===== src/rtl/bcd2bin_seq.sv =====
// Sequential BCD-to-binary decoder: five digits, MSD first, one Horner step per cycle.
// Optional macro BCD2BIN_CHECK_EN enables invalid-digit detection (bin forced to 0, err set).
module bcd2bin_seq (
   input  logic        CLOCK_50,
   input  logic        reset,
   input  logic        start,
   input  logic [3:0]  BCD_0,
   input  logic [3:0]  BCD_1,
   input  logic [3:0]  BCD_2,
   input  logic [3:0]  BCD_3,
   input  logic [3:0]  BCD_4,
   output logic [16:0] bin,
   output logic        busy,
   output logic        done,
   output logic        err
);

   // Handshake: start is sampled only while idle (busy=0); starts during busy are
   // dropped. done pulses for one cycle when bin/err are updated; busy falls with it.
   typedef enum logic {IDLE, CONV} state_t;

   state_t      state;
   logic [19:0] digits;
   logic [16:0] acc;
   logic [2:0]  idx;
   logic [3:0]  cur_digit;
   logic [16:0] mac;

   always_comb begin
      cur_digit = 4'd0;
      case (idx)
         3'd0:    cur_digit = digits[3:0];
         3'd1:    cur_digit = digits[7:4];
         3'd2:    cur_digit = digits[11:8];
         3'd3:    cur_digit = digits[15:12];
         3'd4:    cur_digit = digits[19:16];
         default: cur_digit = 4'd0;
      endcase
   end

   // acc*10 as two shifts; everything stays 17 bits so the result wraps mod 2^17
   assign mac = (acc << 3) + (acc << 1) + {13'd0, cur_digit};

`ifdef BCD2BIN_CHECK_EN
   logic invalid;
   logic any_bad;

   assign any_bad = (BCD_0 > 4'd9) | (BCD_1 > 4'd9) | (BCD_2 > 4'd9) |
                    (BCD_3 > 4'd9) | (BCD_4 > 4'd9);
`else
   assign err = 1'b0;
`endif

   always_ff @(posedge CLOCK_50) begin
      if (reset) begin
         state  <= IDLE;
         digits <= 20'd0;
         acc    <= 17'd0;
         idx    <= 3'd4;
         bin    <= 17'd0;
         busy   <= 1'b0;
         done   <= 1'b0;
`ifdef BCD2BIN_CHECK_EN
         invalid <= 1'b0;
         err     <= 1'b0;
`endif
      end else begin
         done <= 1'b0;
         case (state)
            IDLE: begin
               if (start) begin
                  digits <= {BCD_4, BCD_3, BCD_2, BCD_1, BCD_0};
                  acc    <= 17'd0;
                  idx    <= 3'd4;
                  busy   <= 1'b1;
                  state  <= CONV;
`ifdef BCD2BIN_CHECK_EN
                  invalid <= any_bad;
`endif
               end
            end
            CONV: begin
               acc <= mac;
               idx <= idx - 3'd1;
               if (idx == 3'd0) begin
                  done  <= 1'b1;
                  busy  <= 1'b0;
                  state <= IDLE;
                  idx   <= 3'd4;
`ifdef BCD2BIN_CHECK_EN
                  bin <= invalid ? 17'd0 : mac;
                  err <= invalid;
`else
                  bin <= mac;
`endif
               end
            end
            default: state <= IDLE;
         endcase
      end
   end

endmodule


===== config.mk =====
export PLATFORM = sky130hd
export DESIGN_NAME = bcd2bin_seq
export DESIGN_NICKNAME = d
export VERILOG_FILES = /design/src/rtl/bcd2bin_seq.sv
export SDC_FILE = /design/constraint.sdc
export NUM_CORES = 1
export LEC_CHECK = 0
export CORE_ASPECT_RATIO = 0.7
export CORE_MARGIN = 8
export CORE_UTILIZATION = 57
export CTS_CLUSTER_DIAMETER = 40
export CTS_CLUSTER_SIZE = 30
export DETAILED_ROUTE_END_ITERATION = 6
export DONT_BUFFER_PORTS = 1
export PLACE_DENSITY = 0.77
export SLEW_MARGIN = 20
export SYNTH_ARGS = -nofsm -noshare
export SYNTH_HDL_FRONTEND = slang
export SYNTH_SLANG_ARGS = --single-unit

===== constraint.sdc =====
create_clock -name CLOCK_50 -period 5.2 [get_ports CLOCK_50]
set_clock_uncertainty 0.1 [all_clocks]
set_input_delay 1.04 -clock CLOCK_50 [delete_from_list [all_inputs] [get_ports CLOCK_50]]
set_output_delay 1.04 -clock CLOCK_50 [all_outputs]
set_load 0.005 [all_outputs]

==> results of run 1 <==
==> synthesized netlist by cell type (2+ instances only) <==
master,instances
dfxtp_1,59
nand2_1,46
a21oi_1,44
ha_1,28
nor2_1,23
clkbuf_1,20
a22o_1,18
o21ai_0,12
nand3_1,10
nor3_1,8
nor3b_1,8
inv_1,7
xnor2_1,7
nor2b_1,5
xor2_1,5
a21o_1,4
mux2i_1,4
nand2b_1,4
a32o_1,3
o21a_1,3
o21bai_1,3
a211oi_1,2
a211oi_2,2
a22oi_1,2
a31oi_1,2
fa_1,2
mux4_2,2
nand4_1,2
nor4_1,2
==> area by class of cell <==
class,instances,area share [%]
Clock inverter,7,1.63
Inverter,7,0.797
Clock buffer,9,3.76
Sequential cell,59,35.8
Timing Repair Buffer,2,0.455
Multi-Input combinational cell,266,54.8
Tap cell,72,2.73
==> power by group through the flow <==
stage	Clock (mW)	Combinational, mW	Sequential (mW)
3_3_place_gp	0	0.0622	0.494
3_5_place_dp	0	0.0639	0.494
6_report	0.372	0.0640	0.484
5_1_grt	0.401	0.0734	0.487
2_1_floorplan	0	0.0656	0.482
4_1_cts	0.381	0.0644	0.484
==> state kept, by name (all words and copies together), names as in the netlist <==
name / count
bin: 17
idx: 3
done: 1
busy: 1
acc: 16
digits: 20
state: 1
==> per-stage QoR <==
step                worst slack (ns)  std cells  total power, mW  util, %
CTS                             1.33        422            0.929     62.7
detailed placement              1.35        406            0.558     59.4
global route                   0.998        422            0.961     62.7
floorplan                       1.68        355            0.548        -
finish                          1.33        422            0.920     62.7
global placement                1.43        406            0.556     59.4
==> critical path, cell delays in order, from the launching register on <==
cell and delay [ns]:
dfxtp_1 0.64, mux4_2 0.56, nor2b_1 0.14, a31oi_1 0.18, fa_1 0.44, inv_1 0.11
ha_1 0.26, a211oi_2 0.22, o21a_1 0.22, nor4_1 0.07, a211o_1 0.37, a32o_1 0.29
a22o_1 0.17
==> layer usage <==
metal | track usage (%) | share of wire [%]
met1 | 22.2 | 49
met2 | 25.1 | 42
met3 | 8.00 | 7.9
met4 | 5.76 | 1.7
met5 | 0 | 0
==> cell families after synthesis <==
group | Yosys count | share of synthesized area (%)
AOI/OAI and AO/OA | 102 | 21.5
other | 1 | 0.121
buffers and inverters | 30 | 3.79
and+or+nand+nor | 115 | 17.9
adders and majority gates | 30 | 12.6
xor gates and xnor gates | 12 | 3.38
DFF | 59 | 38.0
muxes | 6 | 2.74
==> worst paths after layout <==
check / slack (ns) / depth (start not counted) / start / endpoint
setup / recovery: 1.33 / 12 / idx[1] / acc[15]
hold / removal: 0.35 / 2 / digits[7] / digits[7]
setup reg to reg: 1.33 / 12 / idx[1] / acc[15]
hold reg to reg: 0.35 / 2 / digits[7] / digits[7]
==> flow_summary.yaml, run 1 <==
timing:
  setup_viol: 0
  rsz0062_at_grt: "no"
  fmax_ghz: 0.258
  hold_slack_ns: 0.348
  hold_viol: 0
  relSlewSlack_pct: 40.2
  fin_crit_sh_pct: 74.4
  tns_ns: 0
  slew_violations: 0
  worst_pin_slew_ns: 0.896
  fin_crit_ns: 3.87
worst_setup_path:
  cp.arrival_ns: 4.01
  startpoint_type: "flop"
  worstSetupPathType: "flop to flop"
  crit_fanout: 11
  cp-end-kind: "flop"
  cp.required_ns: 5.34
global_routing:
  gr-total-overflow: 0
  track_usage_pct: 17.3
  grt_max_degree: 39
  grt_pass1_wl_mm: 11.6
  grt_pass1_vias: 2404
  grt_antenna_before_repair: 0
cells_and_area:
  layout_commonest_cell: "dfxtp_1"
  num_antenna_cells: 0
  finalInstanceArea_sq_mm: 0.00330
  final_cell_mix: "dfxtp_1 (59), nand2_1 (46), a21oi_1 (44)"
  drive_gt1_share_pct: 7.14
  nets: 398
  fillerInstances: 458
  multi_input_area_sq_mm: 0.00181
  area_growth_pct: 6.16
  ff_latch_area_sq_mm: 0.00118
pwr:
  sequentialPowerShare_pct: 52.6
  vdd_ir_drop_max_mv: 0.204
  power_density_mw_per_mm2: 279
  cellLeakagePower_nw: 1.39
  pwr-share-clk_pct: 40.5
  p_switching_mw: 0.253
  swShare_pct: 27.5
  power_frac_comb_pct: 7.0
  p_int_mw: 0.667
flow_run:
  max_cap_viol_count: 0
synthesis:
  synth_area_sq_mm: 0.00311
  synth_top_area_share_pct: 38.0
  synth_area_per_cell_sq_um: 8.75
  synth-warning-count: 0
  synthCells: 355
  synthesis.nets: 408
  ys_ff_latch: 59
  ys_types: 47
  synth.yosys.seq_area_share_pct: 38.0
  ys_top_cells_by_area: "dfxtp_1 (38%), ha_1 (11%), a21oi_1 (7.1%)"
  async_flop_share_pct: 0
  post-synth-top-area-cell: "dfxtp_1"
  synth_edf_count: 0
  ys.flop_type: "dfxtp_1"
drt:
  drtIter0Drc: 179
  viasPerCell: 5.91
  totalWireLength_mm: 6.62
  routedWlPerCell_um: 15.7
  vias: 2493
  ant_nets: 0
  route.detailed.drc: 0
  drt_pre_antenna_iters: 4
floorplan:
  chipWidth_um: 104
  fp.dieArea_sq_mm: 0.00811
  core_region_area_sq_mm: 0.00526
  start_util_pct: 59.1
  ios: 43
  rows: 22
  fp.dieH_um: 77.8
placed_design:
  placed_cell_area_sq_mm: 0.00312
  place.gp.congestion: 0.855
  io_buffers: 0
  dpl.hpwl_mm: 4.87
clocking:
  postCtsHoldBufs: 0
  cts_root_buffer: "clkbuf_8"
  cts_buffer_depth: 2
  cts_resized: 0
  numCtsBuffers: 9
  cts_tree: "yes"
  cts_setup_buffers: 0
  htreeDepth: 3
  path_clk_slew_ns: 0.07
  insertion_delay_ns: 0.34
  cts.sinks: 59
outcome:
  outcome: "finished clean"
worst_hold_path:
  hold_class: "flop to flop"
(Power assumes the default switching activity.)
==> run 2, diff against run 1 <==
--- a/config.mk
+++ b/config.mk
@@ -12,7 +12,7 @@
 export CTS_CLUSTER_SIZE = 30
 export DETAILED_ROUTE_END_ITERATION = 6
 export DONT_BUFFER_PORTS = 1
-export PLACE_DENSITY = 0.77
+export PLACE_DENSITY = 0.8
 export SLEW_MARGIN = 20
 export SYNTH_ARGS = -nofsm -noshare
 export SYNTH_HDL_FRONTEND = slang
==> constraint.sdc (replaced) <==
create_clock -name CLOCK_50 -period 3.2 [get_ports CLOCK_50]
set_clock_uncertainty 0.1 [all_clocks]
set_input_delay 0.64 -clock CLOCK_50 [delete_from_list [all_inputs] [get_ports CLOCK_50]]
set_output_delay 0.64 -clock CLOCK_50 [all_outputs]
set_load 0.005 [all_outputs]
==> run 2 against run 1 <==
Effect of this change:
- the flow now finishes with violations (setup timing)
- cell area grew 9.1%
- die area is the same
- worst setup slack lost 1.4 ns
- sequential share of layout area shrank 2.9 points
- first-iteration DRC count shrank 12%
- cell count grew 5.0%
- largest power group unchanged
==> flow_summary.yaml, run 2 (synthesis results as in run 1) <==
cells_and_area:
  largest_reg_flops: 20
  multi_input_area_sq_mm: 0.00191
  fillerInstances: 388
  nets: 419
  drive_gt1_share_pct: 16.4
  ff_latch_area_sq_mm: 0.00118
  largest_register: "digits"
  num_antenna_cells: 0
  final_cell_mix: "dfxtp_1 (58), nand2_1 (46), a21oi_1 (41)"
  layout_commonest_cell: "dfxtp_1"
  area_growth_pct: 15.8
  top_regs: "digits: 20 flops, bin: 17 flops, acc: 16 flops"
global_routing:
  track_usage_pct: 18.1
  grt_pass1_wl_mm: 12.1
  grt_max_degree: 39
  grt_pass1_vias: 2588
  gr-total-overflow: 0
  grt_antenna_before_repair: 0
timing:
  rsz0062_at_grt: "yes"
  hold_viol: 0
  fin_crit_sh_pct: 102
  setup_ws_ns: -0.0512
  setup_viol: 2
  slew_violations: 0
  tns_ns: -0.101
  fin_crit_ns: 3.25
  worst_pin_slew_ns: 0.874
  fmax_ghz: 0.308
  relSlewSlack_pct: 41.3
floorplan:
  start_util_pct: 59.1
  fp.dieH_um: 77.8
  rows: 22
  core_region_area_sq_mm: 0.00526
  fp.dieArea_sq_mm: 0.00811
  ios: 43
  chipWidth_um: 104
worst_setup_path:
  startpoint_type: "flop"
  crit_chain: "mux4_2 -> nor2b_4 -> a31oi_2 -> fa_1 -> inv_2 -> ha_4 -> a211oi_4 -> o21a_1 -> nor4_1 -> a211o_1 -> a32o_1 -> a22o_1"
  cp.required_ns: 3.35
  path_buf_inv: 1
  cpPeakStageDelay_ns: 0.50
  cp.arrival_ns: 3.40
  slowest_stage: "mux4_2"
  worstSetupPathType: "flop to flop"
  cp-end-kind: "flop"
  reg2reg_depth: 12
  cp.depth: 12
  critPathTopFamily: "compound AO/OA/AOI/OAI gates"
  crit_fanout: 4
clocking:
  postCtsHoldBufs: 0
  cts_root_buffer: "clkbuf_8"
  numCtsBuffers: 9
  cts_buffer_depth: 2
  cts.sinks: 59
  path_clk_slew_ns: 0.07
  cts_tree: "yes"
  insertion_delay_ns: 0.36
  htreeDepth: 3
pwr:
  vdd_ir_drop_max_mv: 0.318
  cellLeakagePower_nw: 1.53
  power_density_mw_per_mm2: 453
drt:
  drtIter0Drc: 157
  route.detailed.drc: 0
  totalWireLength_mm: 7.23
  vias: 2597
  viasPerCell: 5.86
  ant_nets: 0
  drt_pre_antenna_iters: 4
  routedWlPerCell_um: 16.3
placed_design:
  dpl.hpwl_mm: 5.05
  dp_worst_setup_slack_ns: -0.132
  io_buffers: 0
  place.gp.congestion: 0.865
worst_hold_path:
  min_path_cells: 1
  hold_class: "primary input to flop"
outcome:
  outcome: "complete, but fails checks"
  violations: "setup timing"
flow_run:
  max_cap_viol_count: 0
## run 2: worst register-to-register path: stages, from the launching register on
cell and delay, ns:
dfxtp_2 0.34, mux4_2 0.50, nor2b_4 0.14, a31oi_2 0.16, fa_1 0.45, inv_2 0.09, ha_4 0.20, a211oi_4 0.21
o21a_1 0.17, nor4_1 0.07, a211o_1 0.31, a32o_1 0.24, a22o_1 0.17
## run 2: path summary, 6_finish.rpt
kind / end / start / slack, ns
min: acc[8] / reset / 0.26
min reg2reg: digits[11] / digits[11] / 0.36
max: acc[15] / idx[1] / -0.05
max reg2reg: acc[15] / idx[1] / -0.05
## run 2: metrics by stage
step / utilization (%) / std cells / hold WS (ns) / area [sq um] / power, mW
2_1_floorplan: - / 355 / 0.333 / 3140 / 0.894
3_3_place_gp: 62.2 / 423 / 0.335 / 3270 / 0.922
3_5_place_dp: 62.2 / 423 / 0.339 / 3270 / 0.927
4_1_cts: 66.8 / 441 / 0.231 / 3510 / 1.64
5_1_grt: 68.4 / 443 / 0.239 / 3600 / 1.69
6_report: 68.4 / 443 / 0.256 / 3600 / 1.63
## run 2: power breakdown
| part | switching (mW) | internal [mW] |
|---|---|---|
| Combinational | 0.0839 | 0.0611 |
| Clock | 0.341 | 0.372 |
| Sequential | 0.0158 | 0.757 |
## run 2: repair_timing
item,in CTS,in global routing
resized for setup,5,12
setup buffers,2,2
cloned,0,0
pin swaps,9,8
endpoints found under the setup margin,13,17
## run 2: routing by layer
layer | GRT usage (%) | vias to the layer above | part of all wire, %
li1 | - | 1290 | -
met1 | 22.1 | 1217 | 46
met2 | 27.6 | 72 | 44
met3 | 7.76 | 18 | 7.8
met4 | 7.34 | 0 | 2.0
met5 | 0 | - | 0
## run 2: area by class of cell
class / count / share of cell area (%)
Clock buffer: 9 / 3.44
Clock inverter: 7 / 2.33
Inverter: 7 / 0.730
Multi-Input combinational cell: 266 / 53.2
Sequential cell: 59 / 32.9
Tap cell: 72 / 2.50
Timing Repair Buffer: 23 / 4.90
==> run 3, diff against run 2 <==
--- a/config.mk
+++ b/config.mk
@@ -7,12 +7,12 @@
 export LEC_CHECK = 0
 export CORE_ASPECT_RATIO = 0.7
 export CORE_MARGIN = 8
-export CORE_UTILIZATION = 57
+export CORE_UTILIZATION = 45
 export CTS_CLUSTER_DIAMETER = 40
 export CTS_CLUSTER_SIZE = 30
 export DETAILED_ROUTE_END_ITERATION = 6
 export DONT_BUFFER_PORTS = 1
-export PLACE_DENSITY = 0.8
+export PLACE_DENSITY = 0.67
 export SLEW_MARGIN = 20
 export SYNTH_ARGS = -nofsm -noshare
 export SYNTH_HDL_FRONTEND = slang
==> run 3 against run 2 <==
Effect of this change:
- the flow still finishes with violations (setup timing)
- hold slack got worse by 0.0051 ns
- largest cell class unchanged
- critical path type unchanged
- clock-buffer cell count unchanged
- combinational power hardly changed
- first-iteration DRC count up 46%
- cell area grew 2.3%
- cell count up 5.4%
==> flow_summary.yaml, run 3 (synthesis results as in run 1) <==
outcome:
  outcome: "complete, but fails checks"
  violations: "setup timing"
worst_setup_path:
  startpoint_type: "flop"
  cp.required_ns: 3.34
  slowest_stage: "fa_1"
  crit_fanout: 3
  cpPeakStageDelay_ns: 0.56
  crit_chain: "mux4_2 -> nor2b_4 -> a31oi_4 -> fa_1 -> inv_2 -> buf_4 -> fa_2 -> a21oi_4 -> o21a_1 -> o21ai_2 -> a311o_1 -> a32o_1"
  reg2reg_depth: 12
  worstSetupPathType: "flop to flop"
  cp.arrival_ns: 3.45
  cp-end-kind: "flop"
clocking:
  htreeDepth: 3
  numCtsBuffers: 9
  cts_root_buffer: "clkbuf_8"
  cts_tree: "yes"
  path_clk_slew_ns: 0.08
  cts.sinks: 59
  cts_buffer_depth: 2
  insertion_delay_ns: 0.36
cells_and_area:
  num_antenna_cells: 0
  area_growth_pct: 18.5
  layout_commonest_cell: "dfxtp_1"
  top_regs: "digits: 20 flops, bin: 17 flops, acc: 16 flops"
  final_cell_mix: "dfxtp_1 (58), nand2_1 (46), a21oi_1 (41)"
  largest_reg_flops: 20
  finish.utilization_pct: 54.7
  drive_gt1_share_pct: 18.0
  nets: 421
  largest_register: "digits"
drt:
  routedWlPerCell_um: 16.0
  route.detailed.drc: 0
  viasPerCell: 5.57
  totalWireLength_mm: 7.49
  vias: 2599
  drt_pre_antenna_iters: 5
  drtIter0Drc: 230
  ant_nets: 0
timing:
  relSlewSlack_pct: 44.9
  fmax_ghz: 0.302
  fin_crit_ns: 3.31
  setup_ws_ns: -0.114
  fin_crit_sh_pct: 104
  rsz0062_at_grt: "yes"
  hold_viol: 0
  slew_violations: 0
  setup_viol: 8
  worst_pin_slew_ns: 0.821
placed_design:
  place.gp.congestion: 0.846
  io_buffers: 0
  dp_worst_setup_slack_ns: -0.196
  dpl.hpwl_mm: 5.35
floorplan:
  ios: 43
  start_util_pct: 46.2
  core_region_area_sq_mm: 0.00673
  fp.dieH_um: 85.5
  chipWidth_um: 115
  rows: 25
  fp.dieArea_sq_mm: 0.00986
flow_run:
  max_cap_viol_count: 0
pwr:
  vdd_ir_drop_max_mv: 0.219
  power_density_mw_per_mm2: 443
  cellLeakagePower_nw: 1.56
global_routing:
  track_usage_pct: 15.6
  grt_pass1_vias: 2537
  gr-total-overflow: 0
  grt_pass1_wl_mm: 12.3
  grt_max_degree: 39
  grt_antenna_before_repair: 0
worst_hold_path:
  min_path_cells: 1
  hold_class: "primary input to flop"
-- run 3: changes by cell type in the layout (fill, tap and decap cells not counted), sizes merged --
cell	before	now
buf	23	25
-- run 3: routing by layer --
metal	up-vias	global-route usage [%]	wire length, um
met5	-	0	0
met3	10	5.54	525
met2	54	23.5	3270
met1	1238	20.1	3610
met4	0	5.70	81
li1	1297	-	-
-- run 3: where the power goes --
group / total [mW] / switching (mW) / internal [mW]
Clock: 0.712 / 0.340 / 0.372
Sequential: 0.774 / 0.0167 / 0.757
Combinational: 0.146 / 0.0848 / 0.0611
-- run 3: final cells by class --
cell class	instances	area, sq um
inverters	7	26.3
clock buffers	9	124
repair buffers	25	203
multi-input cells	266	1940
clock inverters	7	83.8
fillers	637	3040
well taps	94	118
flip-flops and latches	59	1180
-- run 3: worst max-delay path: cells and delay by family (launching register included) --
family | cells | cell delay, ns
flops | 1 | 0.33
buf+inv | 2 | 0.18
simple gates | 1 | 0.16
compound gates | 6 | 1.13
mux | 1 | 0.33
fa+ha+maj | 2 | 0.97
-- run 3: final timing paths --
path / startpoint / end / slack (ns)
setup / recovery: idx[1] / acc[12] / -0.11
hold / removal: reset / digits[7] / 0.25
setup reg to reg: idx[1] / acc[12] / -0.11
hold reg to reg: digits[12] / digits[12] / 0.35
-- run 3: timing repair --
| item | in CTS | in global routing |
|---|---|---|
| buffers inserted | 4 | 3 |
| gates resized for setup | 5 | 20 |
| pin swaps | 10 | 21 |
| hold buffers | 0 | 0 |
| endpoints found under the setup margin | 13 | 15 |
-- run 3: per-stage QoR --
step | hold WS, ns | TNS (ns) | std cells | power (mW) | area (sq um)
after global placement | 0.336 | -0.345 | 445 | 0.925 | 3300
after global routing | 0.224 | -2.16 | 467 | 1.71 | 3680
final | 0.251 | -0.536 | 467 | 1.63 | 3680
after CTS | 0.230 | -0.577 | 465 | 1.64 | 3560
after floorplan | 0.333 | -0.435 | 355 | 0.894 | 3140
after detailed placement | 0.341 | -1.05 | 445 | 0.929 | 3300
